### src/rtl/switch_capture.sv
// Switch/button input capture: 2-flop sync, prescaled debounce, sticky change flags, event count, level IRQ.
// Latency: clean level reaches STATE in 2+(SAMPLES-1)*DIV+1 .. 2+SAMPLES*DIV cycles; reads are combinational.
module switch_capture #(
    parameter int WIDTH   = 32,
    parameter int DIV     = 50000,
    parameter int SAMPLES = 3
) (
    input  logic             CLK,
    input  logic             RST,
    input  logic [WIDTH-1:0] PINS,
    input  logic             SEL,
    input  logic             WE,
    input  logic [1:0]       ADDRESS,
    input  logic [31:0]      DATAIN,
    output logic [31:0]      DATAOUT,
    output logic             IRQ
);
    localparam int PW = (DIV > 1) ? $clog2(DIV) : 1;

    logic [WIDTH-1:0]              sync1_q, sync2_q;
    logic [WIDTH-1:0][SAMPLES-1:0] hist_q, hist_d;
    logic [PW-1:0]                 presc_q, presc_d;
    logic [WIDTH-1:0]              state_q, state_d;
    logic [WIDTH-1:0]              changed_q, changed_d;
    logic [WIDTH-1:0]              irq_en_q, irq_en_d;
    logic [31:0]                   evcount_q, evcount_d;
    logic [WIDTH-1:0]              chg;
    logic [WIDTH-1:0]              clr_mask;
    logic                          tick;
    logic                          wr_en;
    logic [31:0]                   state_x, changed_x, irq_en_x;

    assign tick  = (presc_q == PW'(DIV - 1));
    assign wr_en = SEL & WE;

    always_comb begin
        presc_d = tick ? '0 : presc_q + PW'(1);
    end

    // A bit is accepted only when the whole freshly shifted history agrees and differs from STATE.
    always_comb begin
        hist_d  = hist_q;
        state_d = state_q;
        chg     = '0;
        if (tick) begin
            for (int i = 0; i < WIDTH; i++) begin
                hist_d[i] = {hist_q[i][SAMPLES-2:0], sync2_q[i]};
                if (((&hist_d[i]) || !(|hist_d[i])) && (hist_d[i][0] != state_q[i])) begin
                    state_d[i] = hist_d[i][0];
                    chg[i]     = 1'b1;
                end
            end
        end
    end

    always_comb begin
        clr_mask  = (wr_en && ADDRESS == 2'd1) ? DATAIN[WIDTH-1:0] : '0;
        changed_d = (changed_q & ~clr_mask) | chg;
        irq_en_d  = (wr_en && ADDRESS == 2'd2) ? DATAIN[WIDTH-1:0] : irq_en_q;
        if (wr_en && ADDRESS == 2'd3) begin
            evcount_d = {31'd0, |chg};
        end else begin
            evcount_d = evcount_q + {31'd0, |chg};
        end
    end

    always_ff @(posedge CLK or posedge RST) begin
        if (RST) begin
            sync1_q   <= '0;
            sync2_q   <= '0;
            hist_q    <= '0;
            presc_q   <= '0;
            state_q   <= '0;
            changed_q <= '0;
            irq_en_q  <= '0;
            evcount_q <= '0;
        end else begin
            sync1_q   <= PINS;
            sync2_q   <= sync1_q;
            hist_q    <= hist_d;
            presc_q   <= presc_d;
            state_q   <= state_d;
            changed_q <= changed_d;
            irq_en_q  <= irq_en_d;
            evcount_q <= evcount_d;
        end
    end

    always_comb begin
        state_x                = '0;
        changed_x              = '0;
        irq_en_x               = '0;
        state_x[WIDTH-1:0]     = state_q;
        changed_x[WIDTH-1:0]   = changed_q;
        irq_en_x[WIDTH-1:0]    = irq_en_q;
        case (ADDRESS)
            2'd0:    DATAOUT = state_x;
            2'd1:    DATAOUT = changed_x;
            2'd2:    DATAOUT = irq_en_x;
            default: DATAOUT = evcount_q;
        endcase
    end

    assign IRQ = |(changed_q & irq_en_q);

endmodule

### config.mk
export PLATFORM = sky130hd
export DESIGN_NAME = switch_capture
export DESIGN_NICKNAME = d
export VERILOG_FILES = /design/src/rtl/switch_capture.sv
export SDC_FILE = /design/constraint.sdc
export NUM_CORES = 1
export LEC_CHECK = 0
export ABC_AREA = 1
export CORE_UTILIZATION = 58
export DETAILED_ROUTE_END_ITERATION = 8
export PLACE_DENSITY_LB_ADDON = 0.1
export SLEW_MARGIN = 40
export SYNTH_ARGS = -nofsm -noshare
export SYNTH_HDL_FRONTEND = slang
export SYNTH_SLANG_ARGS = --single-unit
### constraint.sdc
create_clock -name CLK -period 13.43 [get_ports CLK]
set_input_delay 2.686 -clock CLK [delete_from_list [all_inputs] [get_ports CLK]]
set_output_delay 2.686 -clock CLK [all_outputs]
set_load 0.05 [all_outputs]
==> metrics, run 1 <==
Slew @ Worst Pin 0.695 ns; Max Buffers Root-to-Sink 3; Combinational Power Share 10.6%; worst slack at placement 5.50 ns; synthesized area about 0.012 mm²; share of cells above drive strength 1 5.10%; nets@finish 1603; total clock sinks 272; minimum clock period 7.96 ns; initial antenna violation count 0; Vias 10000; P per Cell Area between 100 and 150 mW/mm²; CP max FO 28; CTS Hold Bufs 0; setup TNS 0 ns; WP data arrival 5.28 ns; port bufs 102; Seq/Total Area, Yosys 56.6%; cts bufs inserted 28; grt ovf 0; fmax 0.126 GHz; Initial Util 59.3%; DR WL/cell 16.9 µm; final hold vios 0; die area 0.0213 mm²; critical path class primary input to output pin; switching fraction of total power a little over a quarter; Ys Warns 0; Tot Pwr 1.90 mW; VDD IR max 109 µV; Post-Synthesis Cells 1432; DR DRC count 0; n_diodes 0; sequential power share 47.7%; later-pin clock latency in the skew report 0.57 ns; First-pass DRT Iterations 5; crit path launch ADDRESS[0]; number of global-route vias before repair 9556; final instance area 0.0143 mm²; Int Power 1.41 mW; Site Rows 52; Clock Pin Slew Worst Setup and Hold Paths 0.07 ns; GRT Total Usage between 20% and 30%; core area 0.0203 mm²; Worst setup EP type output pin; Final setup viols 0; buffer count from post-CTS setup fixing 0; worst r2r src presc_q[10]; Placer Congestion between 0.9 and 1; Routed WL 30800 µm; Die Y-Extent between 100 and 150 µm; slew margin rel. 53.7%; HP Class flop to flop; commonest non-fill, non-tap cell in the layout nand2_1; CP Launch Type primary input; Final Skew 0.0481 ns; status completed; Yosys reg bits 272; Netlist cell types 37; launch point of the worst hold path sync1_q[26]; Die X between 100 and 150 µm; CTS root buf clkbuf_16; leading cell types in the layout, fill and taps excluded 381 x nand2_1, 272 x dfrtp_1, 180 x inv_1; max cap viols 0; H-tree Lvls 1; initial DRC count a little under 900; Clk pwr share 41.7%; Ports 103; syn nets 1505; Final Cycle Share 59.3%; RSZ-0062 raised after global routing false; Vias per Instance 5.52; CP required 10.74 ns; pin count of the biggest net entering global routing 126; CTS tree done; Area after DPL 0.0133 mm²; Final Slew Violations 0; PostCTS Resize Cnt 0; P_leak 6.86 nW; sw power between 400 and 500 µW; area grow syn2layout 18.6%; remaining antenna violation count 0; first-pass GRT wire length between 40000 and 50000 µm; final worst setup slack 5.47 ns; Mean Syn Cell Area 8.40 µm²; hpwl dp 21400 µm; hold slack 0.340 ns
==> per-stage QoR <==
| step | instances | utilization (%) |
|---|---|---|
| 2_1_floorplan | 1432 | - |
| 3_3_place_gp | 1769 | 65.4 |
| 4_1_cts | 1819 | 70.2 |
| 6_report | 1819 | 70.3 |
| 5_1_grt | 1819 | 70.3 |
| 3_5_place_dp | 1770 | 65.6 |
==> power by group through the flow <==
stage | logic, mW | registers, mW | clock network, mW
after global routing | 0.221 | 0.912 | 0.838
final | 0.202 | 0.908 | 0.792
after detailed placement | 0.202 | 0.920 | 0
after global placement | 0.198 | 0.920 | 0
after CTS | 0.203 | 0.906 | 0.804
after floorplan | 0.126 | 0.907 | 0
==> critical path, stage by stage <==
cell and delay, ns:
clkdlybuf4s50_1 0.61, nand2_1 0.29, inv_2 0.51, a22o_1 0.22, a21oi_1 0.05, o21ai_0 0.08, clkdlybuf4s50_1 0.82
==> final timing paths <==
kind | to | slack, ns | cells after the start
worst max-delay path | DATAOUT[20] | 5.47 | 7
worst min register to register | sync2_q[26] | 0.34 | 0
min in group asynchronous | changed_q[27] | 2.63 | 2
worst min-delay path | sync2_q[26] | 0.34 | 0
max in group asynchronous | evcount_q[27] | 9.08 | 4
worst max register to register | evcount_q[22] | 9.66 | 20
==> layer usage <==
layer  vias up  global-route usage [%]  share of wire [%]
li1       4809                       -                  -
met1      4834                    43.9                 45
met4         0                    8.96                2.6
met2       340                    45.6                 45
met5         -                       0                  0
met3        66                    5.16                7.1
==> synth_stat cells <==
cell type / n / area share (%)
nand3_1: 77 / 3.2
nor4_2: 1 / 0.10
xor2_1: 17 / 1.2
xnor2_1: 2 / 0.15
o22ai_1: 5 / 0.26
buf_1: 2 / 0.062
nor3b_1: 4 / 0.25
a221oi_1: 8 / 0.58
ha_1: 3 / 0.31
o21ai_1: 4 / 0.17
inv_2: 5 / 0.16
a21oi_1: 33 / 1.4
o21ai_0: 169 / 7.0
nor4_1: 2 / 0.10
nand3_2: 1 / 0.083
nor3_2: 1 / 0.083
or2_0: 1 / 0.052
nor3_1: 17 / 0.71
inv_1: 181 / 5.6
a31oi_1: 1 / 0.052
nand2_2: 3 / 0.16
dfrtp_1: 272 / 57
clkbuf_1: 25 / 0.78
nor3b_2: 1 / 0.10
or2_2: 1 / 0.052
and3_1: 2 / 0.10
buf_6: 3 / 0.28
o2111ai_1: 8 / 0.58
nand3b_1: 1 / 0.062
nand2_1: 383 / 12
buf_2: 12 / 0.50
nor2_2: 3 / 0.16
nor2_1: 131 / 4.1
mux2_2: 1 / 0.094
nand4_1: 45 / 2.3
a22o_1: 4 / 0.29
nor2_4: 3 / 0.28
==> sequential cells by signal, indices dropped and copies added, names as in the netlist <==
name and cells:
presc_q 16, sync2_q 32, irq_en_q 32, sync1_q 32, hist_q 64, changed_q 32
evcount_q 32, state_q 32
==> layout make-up <==
cell class | instances | area (µm²)
Fill cell | 1616 | 6030
Timing Repair Buffer | 110 | 1100
Clock inverter | 14 | 186
Sequential cell | 272 | 6810
Tap cell | 270 | 338
Clock buffer | 35 | 767
Multi-Input combinational cell | 932 | 4360
Inverter | 186 | 711
==> logic make-up (layout without fill, tap and decap cells) <==
kind of cell	after synthesis	count (layout)	share of synthesized area, %
compound gates	232	232	10.3
xor+xnor	19	19	1.38
fa+ha+maj	3	3	0.312
buf+inv	228	345	7.43
flops	272	272	56.6
mux	1	1	0.0936
simple gates	677	677	23.9
No activity file was read; power rests on OpenSTA's default activity.
==> run 2: changes to the inputs <==
--- a/config.mk
+++ b/config.mk
@@ -6,7 +6,7 @@
 export NUM_CORES = 1
 export LEC_CHECK = 0
 export ABC_AREA = 1
-export CORE_UTILIZATION = 58
+export CORE_UTILIZATION = 52
 export DETAILED_ROUTE_END_ITERATION = 8
 export PLACE_DENSITY_LB_ADDON = 0.1
 export SLEW_MARGIN = 40
==> constraint.sdc (replaced) <==
create_clock -name CLK -period 7.23 [get_ports CLK]
set_input_delay 1.446 -clock CLK [delete_from_list [all_inputs] [get_ports CLK]]
set_output_delay 1.446 -clock CLK [all_outputs]
set_load 0.05 [all_outputs]
==> run 2 against run 1 <==
Effect of this change: clock power rose by 87%; sequential power increased by 85%; first-iteration DRC count fell by 20%.
==> metrics, run 2 (synthesis results as in run 1) <==
grt ovf 0; critical path class primary input to output pin; CTS Hold Bufs 0; Vias 9866; nets@finish 1607; Crit path top cell by count clkdlybuf4s50_1; HP Class flop to flop; n_diodes 0; Fillers 1924; fmax around 0.18 GHz; total clock sinks 272; port bufs 102; Largest delay share family, worst path buffers and inverters; DP Cell Count 1787; Post-Layout Cell Count roughly 1800; Int Power ~2.6 mW; pin count of the biggest net entering global routing approximately 170; Final Skew 0.0151 ns; Die X 154 µm; minimum clock period between 5 and 6 ns; Placer Congestion about 1; Max Buffers Root-to-Sink 3; Die Y-Extent 154 µm; setup TNS 0 ns; DR DRC count 0; slew margin rel. 49.9%; CP required 5.78 ns; RSZ-0062 raised after global routing false; Bufs and invs on worst path 3; sw power 912 µW; register area 0.00681 mm²; crit path cell chain clkdlybuf4s50_1 -> nand2_1 -> inv_2 -> a22o_1 -> a21oi_1 -> o21ai_0 -> clkdlybuf4s50_1; DR WL/cell 16.4 µm; core area 0.0226 mm²; max cap viols 0; Final setup viols 0; Biggest register hist_q; Final Slew Violations 0; VDD IR max 194 µV; P per Cell Area 247 mW/mm²; cts bufs inserted 29; CTS root buf clkbuf_16; remaining antenna violation count 0; CTS tree done; Vias per Instance 5.36; final hold vios 0; switching fraction of total power 25.8%; first-pass GRT wire length 48900 µm; leading cell types in the layout, fill and taps excluded 381 x nand2_1, 272 x dfrtp_1, 180 x inv_1; Post-Route Utilization 63.3%; Initial Util between 50 and 60%; PostCTS Resize Cnt 0; CP max FO 28; CP max-delay cell clkdlybuf4s50_1; First-pass DRT Iterations 5; buffer count from post-CTS setup fixing 0; Combinational Power Share 10.7%; Slew @ Worst Pin around 0.75 ns; Clock Pin Slew Worst Setup and Hold Paths 0.06 ns; P_leak 6.92 nW; Largest stage delay, worst path 0.84 ns; initial DRC count around 710; Site Rows 55; later-pin clock latency in the skew report 0.56 ns; Final Cycle Share 77.6%; Worst setup EP type output pin; number of global-route vias before repair approximately 9300; commonest non-fill, non-tap cell in the layout nand2_1; Clk pwr share 41.7%; Multi-input gate area 0.00436 mm²; die area 0.0237 mm²; hpwl dp 21000 µm; area grow syn2layout 19.1%; share of cells above drive strength 1 between 5 and 6%; H-tree Lvls 1; CP Launch Type primary input; status completed; WP data arrival 4.16 ns; Ports 103; max reg flops 64; Routed WL ~30000 µm; GRT Total Usage 26.5%; initial antenna violation count 0; sequential power share 47.5%
==> run 2: power by group through the flow <==
stage	registers, mW	clock network [mW]	logic [mW]
CTS	1.68	1.51	0.378
global route	1.69	1.57	0.415
global placement	1.71	0	0.371
detailed placement	1.71	0	0.376
finish	1.68	1.48	0.379
floorplan	1.69	0	0.235
==> run 2: worst paths after layout <==
| kind | startpoint | endpoint | slack, ns | depth (start not counted) |
|---|---|---|---|---|
| max reg2reg | presc_q[0] | evcount_q[23] | 3.70 | 21 |
| max | ADDRESS[0] | DATAOUT[20] | 1.62 | 7 |
| min | sync1_q[13] | sync2_q[13] | 0.34 | 0 |
| min reg2reg | sync1_q[13] | sync2_q[13] | 0.34 | 0 |
| min in group asynchronous | RST | sync2_q[19] | 1.23 | 2 |
| max in group asynchronous | RST | state_q[6] | 4.89 | 4 |
==> run 2: stage by stage <==
stage	hold WS, ns	area (µm²)	worst slack (ns)	total power [mW]
after floorplan	0.331	12000	2.19	1.92
after global placement	0.333	13300	1.46	2.08
after detailed placement	0.335	13300	1.66	2.08
after CTS	0.348	14300	1.65	3.57
after global routing	0.356	14300	1.50	3.68
final	0.343	14300	1.62	3.54
==> run 2: area by class of cell <==
class                           count  share of cell area, %
Clock inverter                     11                  0.891
Sequential cell                   272                   47.5
Tap cell                          285                   2.49
Clock buffer                       42                   5.83
Timing Repair Buffer              113                   7.96
Multi-Input combinational cell    932                   30.4
Inverter                          186                   4.90
==> run 2: metal layers <==
layer	vias up	routed length, µm	GRT usage (%)	share of wire, %
li1	4825	-	-	-
met1	4687	13700	38.8	45
met2	299	13600	40.8	45
met3	55	2090	3.89	6.9
met4	0	902	8.52	3.0
met5	-	0	0	0
==> run 3: changes to the inputs <==
==> constraint.sdc (replaced) <==
create_clock -name CLK -period 5.1 [get_ports CLK]
set_input_delay 1.02 -clock CLK [delete_from_list [all_inputs] [get_ports CLK]]
set_output_delay 1.02 -clock CLK [all_outputs]
set_load 0.05 [all_outputs]
==> run 3 against run 2 <==
Effect of this change: sequential power increased by 42%; critical path type unchanged; critical path depth unchanged; first-iteration DRC count decreased by 7.4%; combinational power increased by 42%; die area unchanged; clock power increased by 47%; register-to-register slack got worse by 2.3 ns; design area increased by 0.43%.
==> metrics, run 3 (synthesis results as in run 1) <==
cts bufs inserted 29; Tot Pwr between 5 and 6 mW; Final setup viols 0; CTS Hold Bufs 0; P_leak approximately 7.0 nW; initial antenna violation count 0; initial DRC count 659; Ports between 100 and 150; hold slack 0.344 ns; commonest non-fill, non-tap cell in the layout nand2_1; Initial Util 53.1%; first-pass GRT wire length 49600 µm; H-tree Lvls 1; Post-Layout Cell Count approximately 1800; die area 0.0237 mm²; Worst setup EP type output pin; CP Launch Type primary input; leading cell types in the layout, fill and taps excluded 382 x nand2_1, 272 x dfrtp_1, 180 x inv_1; nets@finish 1612; Placer Congestion between 0.9 and 1; HP Class flop to flop; buffer count from post-CTS setup fixing 0; DR WL/cell 16.9 µm; CTS root buf clkbuf_16; P per Cell Area 355 mW/mm²; crit path cell chain clkdlybuf4s50_1 -> nand2_1 -> inv_2 -> buf_4 -> nand2_1 -> o2111ai_1 -> clkdlybuf4s50_1; max reg flops 64; slew margin rel. a little over half; PostCTS Resize Cnt 0; port bufs around 100; worst slack at placement 0.602 ns; DR DRC count 0; DP Cell Count about 1800; GRT Total Usage 26.9%; pin count of the biggest net entering global routing 161; later-pin clock latency in the skew report 0.56 ns; Die X 154 µm; status completed; Final Slew Violations 0; CP max FO 16; Die Y-Extent 154 µm; Site Rows 55; Clock Pin Slew Worst Setup and Hold Paths 0.06 ns; grt ovf 0; CTS tree done; hpwl dp 22000 µm; minimum clock period 4.55 ns; CP max-delay cell clkdlybuf4s50_1; VDD IR max 290 µV; First-pass DRT Iterations 6; setup TNS 0 ns; Biggest register hist_q; RSZ-0062 raised after global routing false; Routed WL roughly 31000 µm; WP data arrival 3.53 ns; final worst setup slack 0.553 ns; final hold vios 0; share of cells above drive strength 1 5.59%; Vias per Instance 5.40; Final Cycle Share roughly nine tenths; max cap viols 0; remaining antenna violation count 0; number of global-route vias before repair 9446; Largest stage delay, worst path 0.85 ns; total clock sinks 272; Slew @ Worst Pin 0.689 ns; fmax 0.220 GHz; Vias 9938; area grow syn2layout 19.6%; CP required 4.08 ns; n_diodes 0; core area 0.0226 mm²; critical path class primary input to output pin; Max Buffers Root-to-Sink 3; Final Skew 0.0127 ns
-- run 3: layout make-up --
cell class	instances	area (µm²)
sequential	272	6810
inverter	186	702
timing repair buffer	118	1180
clock buffer	41	841
fill	1934	8260
tap	285	357
multi-input combinational	932	4350
clock inverter	7	154
-- run 3: worst paths after layout --
kind | startpoint | end | slack (ns) | cells after the start
hold / removal | sync1_q[13] | sync2_q[13] | 0.34 | 0
hold reg to reg | sync1_q[13] | sync2_q[13] | 0.34 | 0
setup reg to reg | presc_q[0] | evcount_q[22] | 1.36 | 20
setup / recovery | ADDRESS[0] | DATAOUT[6] | 0.55 | 7
max in group asynchronous | RST | sync1_q[0] | 3.32 | 4
min in group asynchronous | RST | hist_q[63] | 0.73 | 2
-- run 3: report_power, final --
part | switching (mW) | internal [mW]
Clock | 0.841 | 1.34
Sequential | 0.104 | 2.29
Combinational | 0.340 | 0.198
-- run 3: routing by layer --
metal	up-vias	track usage, %	wire (µm)
met5	-	0	0
met1	4722	38.0	13900
met3	54	4.09	2100
met4	0	8.00	688
li1	4824	-	-
met2	338	43.2	14300
-- run 3: critical path, delay by kind of cell --
kind | cells | cell delay [ns]
buffers and inverters | 4 | 2.05
AND/OR/NAND/NOR | 2 | 0.32
AO/OA/AOI/OAI | 1 | 0.11
-- run 3: per-stage QoR --
step	utilization (%)	cell area, µm²
2_1_floorplan	-	12000
3_3_place_gp	59.0	13400
3_5_place_dp	59.0	13400
4_1_cts	63.4	14400
5_1_grt	63.5	14400
6_report	63.5	14400
